<file path="src/rtl/spi_reg_bridge_pkg.sv">
// rtl/spi_reg_bridge_pkg.sv - shared FSM state and command encodings for spi_reg_bridge
package spi_reg_bridge_pkg;

    typedef enum logic [2:0] {
        ST_IDLE,
        ST_CMD,
        ST_ADDR,
        ST_DATA,
        ST_DONE
    } state_e;

    localparam logic CMD_WRITE = 1'b1;
    localparam logic CMD_READ  = 1'b0;

endpackage

</file>
<file path="src/rtl/spi_reg_bridge_sync.sv">
// rtl/spi_reg_bridge_sync.sv - multi-stage flop synchronizer for a bundle of independent async bits
module spi_reg_bridge_sync #(
    parameter int               STAGES    = 2,
    parameter int               WIDTH     = 1,
    parameter logic [WIDTH-1:0] RESET_VAL = '0
) (
    input  logic             clk,
    input  logic             rst_n,
    input  logic [WIDTH-1:0] d_i,
    output logic [WIDTH-1:0] q_o
);

    logic [WIDTH-1:0] stage_q [STAGES];

    always_ff @(posedge clk or negedge rst_n) begin
        if (!rst_n) begin
            for (int i = 0; i < STAGES; i++) begin
                stage_q[i] <= RESET_VAL;
            end
        end else begin
            stage_q[0] <= d_i;
            for (int i = 1; i < STAGES; i++) begin
                stage_q[i] <= stage_q[i-1];
            end
        end
    end

    assign q_o = stage_q[STAGES-1];

endmodule

</file>
<file path="src/rtl/spi_reg_bridge.sv">
// rtl/spi_reg_bridge.sv - SPI mode-0 slave to register bus bridge; SPI_REG_BRIDGE_BURST_EN enables auto-increment bursts
module spi_reg_bridge
    import spi_reg_bridge_pkg::*;
#(
    parameter int ADDR_W      = 4,
    parameter int DATA_W      = 8,
    parameter int SYNC_STAGES = 2
) (
    input  logic              clk,
    input  logic              rst_n,
    input  logic              ena,
    input  logic              spi_cs_n,
    input  logic              spi_clk,
    input  logic              spi_mosi,
    output logic              spi_miso,
    output logic [ADDR_W-1:0] reg_addr,
    input  logic [DATA_W-1:0] reg_data_i,
    output logic [DATA_W-1:0] reg_data_o,
    output logic              reg_data_o_dv,
    output logic              reg_rd_strobe
);

    // ADDR_W never exceeds 8 and DATA_W is at least 8, so DATA_W sizes the shared bit counter
    localparam int CNT_W = $clog2(DATA_W + 1);

    logic [2:0] sync_w;
    logic       s_cs_n, s_sclk, s_mosi;

    spi_reg_bridge_sync #(
        .STAGES    (SYNC_STAGES),
        .WIDTH     (3),
        .RESET_VAL (3'b100)
    ) u_sync (
        .clk   (clk),
        .rst_n (rst_n),
        .d_i   ({spi_cs_n, spi_clk, spi_mosi}),
        .q_o   (sync_w)
    );

    assign {s_cs_n, s_sclk, s_mosi} = sync_w;

    state_e            state_q;
    logic              sclk_q, cs_q;
    logic              cmd_q;
    logic [CNT_W-1:0]  bit_cnt_q;
    logic [ADDR_W-1:0] addr_sh_q, reg_addr_q;
    logic [DATA_W-1:0] rx_q, tx_q, reg_data_o_q;
    logic              dv_q, load_q, inc_q;

    logic              sclk_rise, sclk_fall, cs_fall;
    logic [ADDR_W-1:0] addr_d;
    logic [DATA_W-1:0] rx_d;

    assign sclk_rise = s_sclk & ~sclk_q;
    assign sclk_fall = ~s_sclk & sclk_q;
    assign cs_fall   = ~s_cs_n & cs_q;
    assign addr_d    = ADDR_W'({addr_sh_q, s_mosi});
    assign rx_d      = {rx_q[DATA_W-2:0], s_mosi};

    always_ff @(posedge clk or negedge rst_n) begin
        if (!rst_n) begin
            state_q      <= ST_IDLE;
            sclk_q       <= 1'b0;
            cs_q         <= 1'b1;
            cmd_q        <= CMD_READ;
            bit_cnt_q    <= '0;
            addr_sh_q    <= '0;
            reg_addr_q   <= '0;
            rx_q         <= '0;
            tx_q         <= '0;
            reg_data_o_q <= '0;
            dv_q         <= 1'b0;
            load_q       <= 1'b0;
            inc_q        <= 1'b0;
        end else begin
            sclk_q <= s_sclk;
            cs_q   <= s_cs_n;
            dv_q   <= 1'b0;
            load_q <= 1'b0;
            inc_q  <= 1'b0;
            if (!ena || s_cs_n) begin
                state_q   <= ST_IDLE;
                bit_cnt_q <= '0;
            end else begin
                // Burst step: address advances one cycle after the word boundary, read prefetch follows
                if (inc_q) begin
                    reg_addr_q <= reg_addr_q + ADDR_W'(1);
                    load_q     <= (cmd_q == CMD_READ);
                end
                case (state_q)
                    ST_IDLE: begin
                        if (cs_fall) begin
                            state_q   <= ST_CMD;
                            bit_cnt_q <= '0;
                            tx_q      <= '0;
                        end
                    end
                    ST_CMD: begin
                        if (sclk_rise) begin
                            cmd_q   <= s_mosi;
                            state_q <= ST_ADDR;
                        end
                    end
                    ST_ADDR: begin
                        if (sclk_rise) begin
                            addr_sh_q <= addr_d;
                            if (bit_cnt_q == CNT_W'(ADDR_W - 1)) begin
                                bit_cnt_q  <= '0;
                                reg_addr_q <= addr_d;
                                load_q     <= (cmd_q == CMD_READ);
                                state_q    <= ST_DATA;
                            end else begin
                                bit_cnt_q <= bit_cnt_q + CNT_W'(1);
                            end
                        end
                    end
                    ST_DATA: begin
                        if (sclk_rise) begin
                            rx_q <= rx_d;
                            if (bit_cnt_q == CNT_W'(DATA_W - 1)) begin
                                bit_cnt_q <= '0;
                                if (cmd_q == CMD_WRITE) begin
                                    reg_data_o_q <= rx_d;
                                    dv_q         <= 1'b1;
                                end
`ifdef SPI_REG_BRIDGE_BURST_EN
                                inc_q <= 1'b1;
`else
                                state_q <= ST_DONE;
`endif
                            end else begin
                                bit_cnt_q <= bit_cnt_q + CNT_W'(1);
                            end
                        end else if (sclk_fall && bit_cnt_q != '0) begin
                            tx_q <= tx_q << 1;
                        end
                    end
                    ST_DONE: begin
                    end
                    default: state_q <= ST_IDLE;
                endcase
                if (load_q) begin
                    tx_q <= reg_data_i;
                end
            end
        end
    end

    assign spi_miso      = (state_q == ST_DATA) & tx_q[DATA_W-1];
    assign reg_addr      = reg_addr_q;
    assign reg_data_o    = reg_data_o_q;
    assign reg_data_o_dv = dv_q;
    assign reg_rd_strobe = load_q;

endmodule

</file>
<file path="config.mk">
export PLATFORM = sky130hd
export DESIGN_NAME = spi_reg_bridge
export DESIGN_NICKNAME = d
export VERILOG_FILES = /design/src/rtl/spi_reg_bridge_pkg.sv /design/src/rtl/spi_reg_bridge_sync.sv /design/src/rtl/spi_reg_bridge.sv
export SDC_FILE = /design/constraint.sdc
export NUM_CORES = 1
export LEC_CHECK = 0
export BUFFER_PORTS_ARGS = -buffer_cell sky130_fd_sc_hd__buf_2
export CAP_MARGIN = 15
export CORE_UTILIZATION = 55
export CTS_BUF_LIST = sky130_fd_sc_hd__clkbuf_4 sky130_fd_sc_hd__clkbuf_8
export DETAILED_ROUTE_END_ITERATION = 7
export GPL_ROUTABILITY_DRIVEN = 0
export HOLD_SLACK_MARGIN = 0.05
export PLACE_DENSITY = 0.78
export SLEW_MARGIN = 20
export SYNTH_ARGS = -nofsm -noshare
export SYNTH_HDL_FRONTEND = slang
export SYNTH_SLANG_ARGS = --single-unit
</file>
<file path="constraint.sdc">
create_clock -name clk -period 5.74 [get_ports clk]
set_input_delay 0.861 -clock clk [delete_from_list [all_inputs] [get_ports clk]]
set_output_delay 0.861 -clock clk [all_outputs]
set_load 0.005 [all_outputs]
</file>
==> metrics.md <==
| Metric | Value |
|---|---|
| DR WL/cell | roughly 16 microns |
| Mapped Nets | around 180 |
| Post-Layout Cell Count | roughly 230 |
| Startpoint types | flip-flop |
| PwrDens | 245 nW/um^2 |
| Share of cells above drive strength 1 | between 40 and 50% |
| Measured slew at the worst slew-check pin | slightly below 0.6 ns |
| Count of final hold-check violations | 0 |
| Worst endpoint required time | around 4.9 ns |
| I/O pin cnt | 29 |
| First-pass GRT wire length | about 6.4 mm |
| Starting Density | between 50% and 60% |
| Largest cells by area after synthesis | dfrtp_1 (53%), mux2_2 (14%), dfstp_2 (3.7%), a22o_1 (2.9%), mux2_4 (2.8%) |
| Clock buffer depth | 2 |
| Routed vias | between 1,000 and 1,500 |
| Post-synthesis compound-gate area fraction | slightly above 8% |
| # H-tree levels | 2 |
| Clock Skews | ~0.0041 ns |
| Finished Cell Area | roughly 2400 sq um |
| Int Pwr | ~0.45 mW |
| Max Cap Viol | 0 |
| Vias/cell | around 5.6 |
| # diodes | 0 |
| Initial antenna violation count | 0 |
| Area leader, netlist | dfrtp_1 |
| Number of synthesized flops with an enable pin | 0 |
| CP Capture Type | output pin |
| Hold WC Path Type | flip-flop to flip-flop |
| Root Driver | clkbuf_8 |
| Post-CTS Setup Repair Bufs | 0 |
| Max Slew Vio Count | 0 |
| Pre-CTS setup slack | roughly 3.2 ns |
| Final ANT Viol Nets | 0 |
| GRT overflow | 0 |
| Crit path time final | between 2 and 2.5 ns |
| Logic gate share of total power | 3.8% |
| Layout Nets | ~200 |
| RSZ-0062 raised after global routing | no |
| DRC viols | 0 |
| Prevailing post-synth register cell | dfrtp_1 |
| CTS tree | done |
| Hold Path Depth | 0 |
| Final period util | 40.7% |
| DR iter-0 viols | 91 |
| Post-synthesis cell count | 158 |
| Rel. slew slack | between 60% and 70% |
| Finished Core Util | between 60 and 70% |
| Die ar. | a little over 4000 sq um |
| Worst setup margin | 3.41 ns |
| Cts bufs inserted | 5 |
| Clk sinks | between 40 and 50 |
| CP max stage delay | approximately 0.64 ns |
| Distinct cells, synth | 40 |
| Peak supply drop | ~200 uV |
| FF/Latch Area | 1200 sq um |
| Vias in the first global route | ~1,300 |
| Crit-path slowest cell | dfrtp_1 |
| XOR/XNOR share of the synthesized area | less than 1% |
| Worst path cell trace | and3b_1, and2_1, buf_2 |
| Outcome | finished, final reports clean |
| Critical Setup Path Class | flip-flop to output pin |
| Post-Syn Area | between 2000 and 2500 sq um |
| Fmax | 0.429 GHz |
| Sw Share | approximately 21% |
| Simple-gate share of the synthesized area | 12.3% |
| Post-synthesis area per instance | about 13 sq um |
| Total global-route track usage | 20.9% |
| Clock Power Share | about 36% |
| Post-CTS sizing | 0 |
| Yosys warnings | 0 |
| Top cell type's share of synthesized area | a little over half |
| Register area share after synthesis | a little under three fifths |
| Synthesis-stage register bit count | 48 |
| Sw power | between 0.1 and 0.15 mW |
| Worst R2R Path Depth | 4 |
| Post-Synth Adder-Cell Area | about 1.8% |
| Reg2reg setup slack | ~3.5 ns |
| Area occupied by multi-input gates | about 840 sq um |
| Fin Setup TNS | 0 ns |
| Post-synthesis mux area share | roughly 17% |
| Clock slew at reported path FFs | roughly 0.080 ns |
| Clk_lat worst skew | slightly below 0.3 ns |
| Worst-case hold slack | ~0.36 ns |
| Worst Path Max Fanout | 15 |
| Area Overhead vs Synth | 11.8% |
| Placed insts | about 230 |
| Hold buffers post-CTS | 0 |
| Core region area | roughly 3700 sq um |
| Async S/R FF share, synth | 100% |
| Detailed placer's ending HPWL | ~2.6 mm |
| Largest family of logic cells by synthesized area | multiplexers |
| Placement Cell Area | about 2300 sq um |
| Drt first pass iters | 4 |
| IO Port Bufs | 28 |
| Sequential Power Share | around three fifths |
| Num rows | 22 |
| WL final | roughly 3.7 mm |
| Die extent in x | around 64 microns |
| Pin count of the biggest net entering global routing | 49 |
| Arrival time worst endpoint | between 1 and 1.5 ns |
| Height of the die | between 60 and 70 microns |
| Final setup vio count | 0 |
| Fillers | roughly 310 |
| Leak | 1.19 nW |
| Overall power | between 0.5 and 0.6 mW |
## critical path, delay by kind of cell, from the launching register on
family	cells	cell delay [ns]
buffers and inverters	1	0.10
DFF	1	0.64
and+or+nand+nor	2	0.44
## synth_stat cells, drive strengths merged (2+ instances only)
library cell and n:
a21oi 4, a22o 7, and2 4, and3 4, buf 4, clkbuf 5, dfrtp 45, dfstp 3
ha 3, inv 4, mux2 30, nand2 3, nand2b 4, nand3 2, nor2 5, nor2b 4
nor4 2, o21ai 5, or3b 3
## cell families after synthesis
group | count (synthesis)
flip-flops | 48
AND/OR/NAND/NOR | 38
multiplexers | 31
AO/OA/AOI/OAI | 24
buffers and inverters | 13
adder cells (fa/ha/maj) | 3
XOR/XNOR | 1
## registers in the layout, indices dropped and copies added (netlist names), 3 cells and up
register,flops
bit_cnt_q,4
state_q,3
reg_data_o,8
tx_q,8
rx_q,7
addr_sh_q,3
u_sync.stage_q,3
u_sync.q_o,3
reg_addr,4
## layout by cell type, fill, tap and decap left out, types with 2 or more instances in the layout
master,count
nand2_1,3
clkbuf_8,6
dfrtp_1,45
o21ai_0,5
a22o_1,7
buf_2,27
nor2_1,5
inv_1,4
and2_1,4
nor4_1,2
dfstp_2,3
mux2_2,26
nand2b_1,4
and3_1,4
nor2b_1,4
mux2_4,4
a21oi_1,4
nand3_1,2
ha_1,3
## power by group through the flow
| stage | combinational, mW | sequential, mW | clock [mW] |
|---|---|---|---|
| 6_report | 0.0218 | 0.347 | 0.209 |
| 5_1_grt | 0.0249 | 0.348 | 0.232 |
| 4_1_cts | 0.0222 | 0.348 | 0.214 |
| 3_5_place_dp | 0.0220 | 0.354 | 0 |
| 3_3_place_gp | 0.0214 | 0.354 | 0 |
| 2_1_floorplan | 0.0102 | 0.352 | 0 |
## layer usage
| metal | vias to the layer above | share of wire, % | GRT usage [%] |
|---|---|---|---|
| met3 | 4 | 4.3 | 5.36 |
| met4 | 0 | 0.90 | 7.67 |
| li1 | 616 | - | - |
| met2 | 24 | 49 | 33.2 |
| met5 | - | 0 | 0 |
| met1 | 650 | 45 | 27.4 |
## final timing paths
kind | from | to
min in group asynchronous | rst_n | bit_cnt_q[3]
max in group asynchronous | rst_n | rx_q[5]
setup / recovery | state_q[1] | spi_miso
hold reg to reg | u_sync.stage_q[3] | u_sync.q_o[0]
setup reg to reg | state_q[1] | reg_addr[0]
hold / removal | u_sync.stage_q[3] | u_sync.q_o[0]
## final cells by class
class	count	area share (%)
Tap cell	48	2.54
Sequential cell	48	51.0
Multi-Input combinational cell	97	35.7
Clock inverter	1	0.317
Timing Repair Buffer	28	6.03
Clock buffer	7	3.81
Inverter	4	0.635
Power figures use the tool's default switching activity.
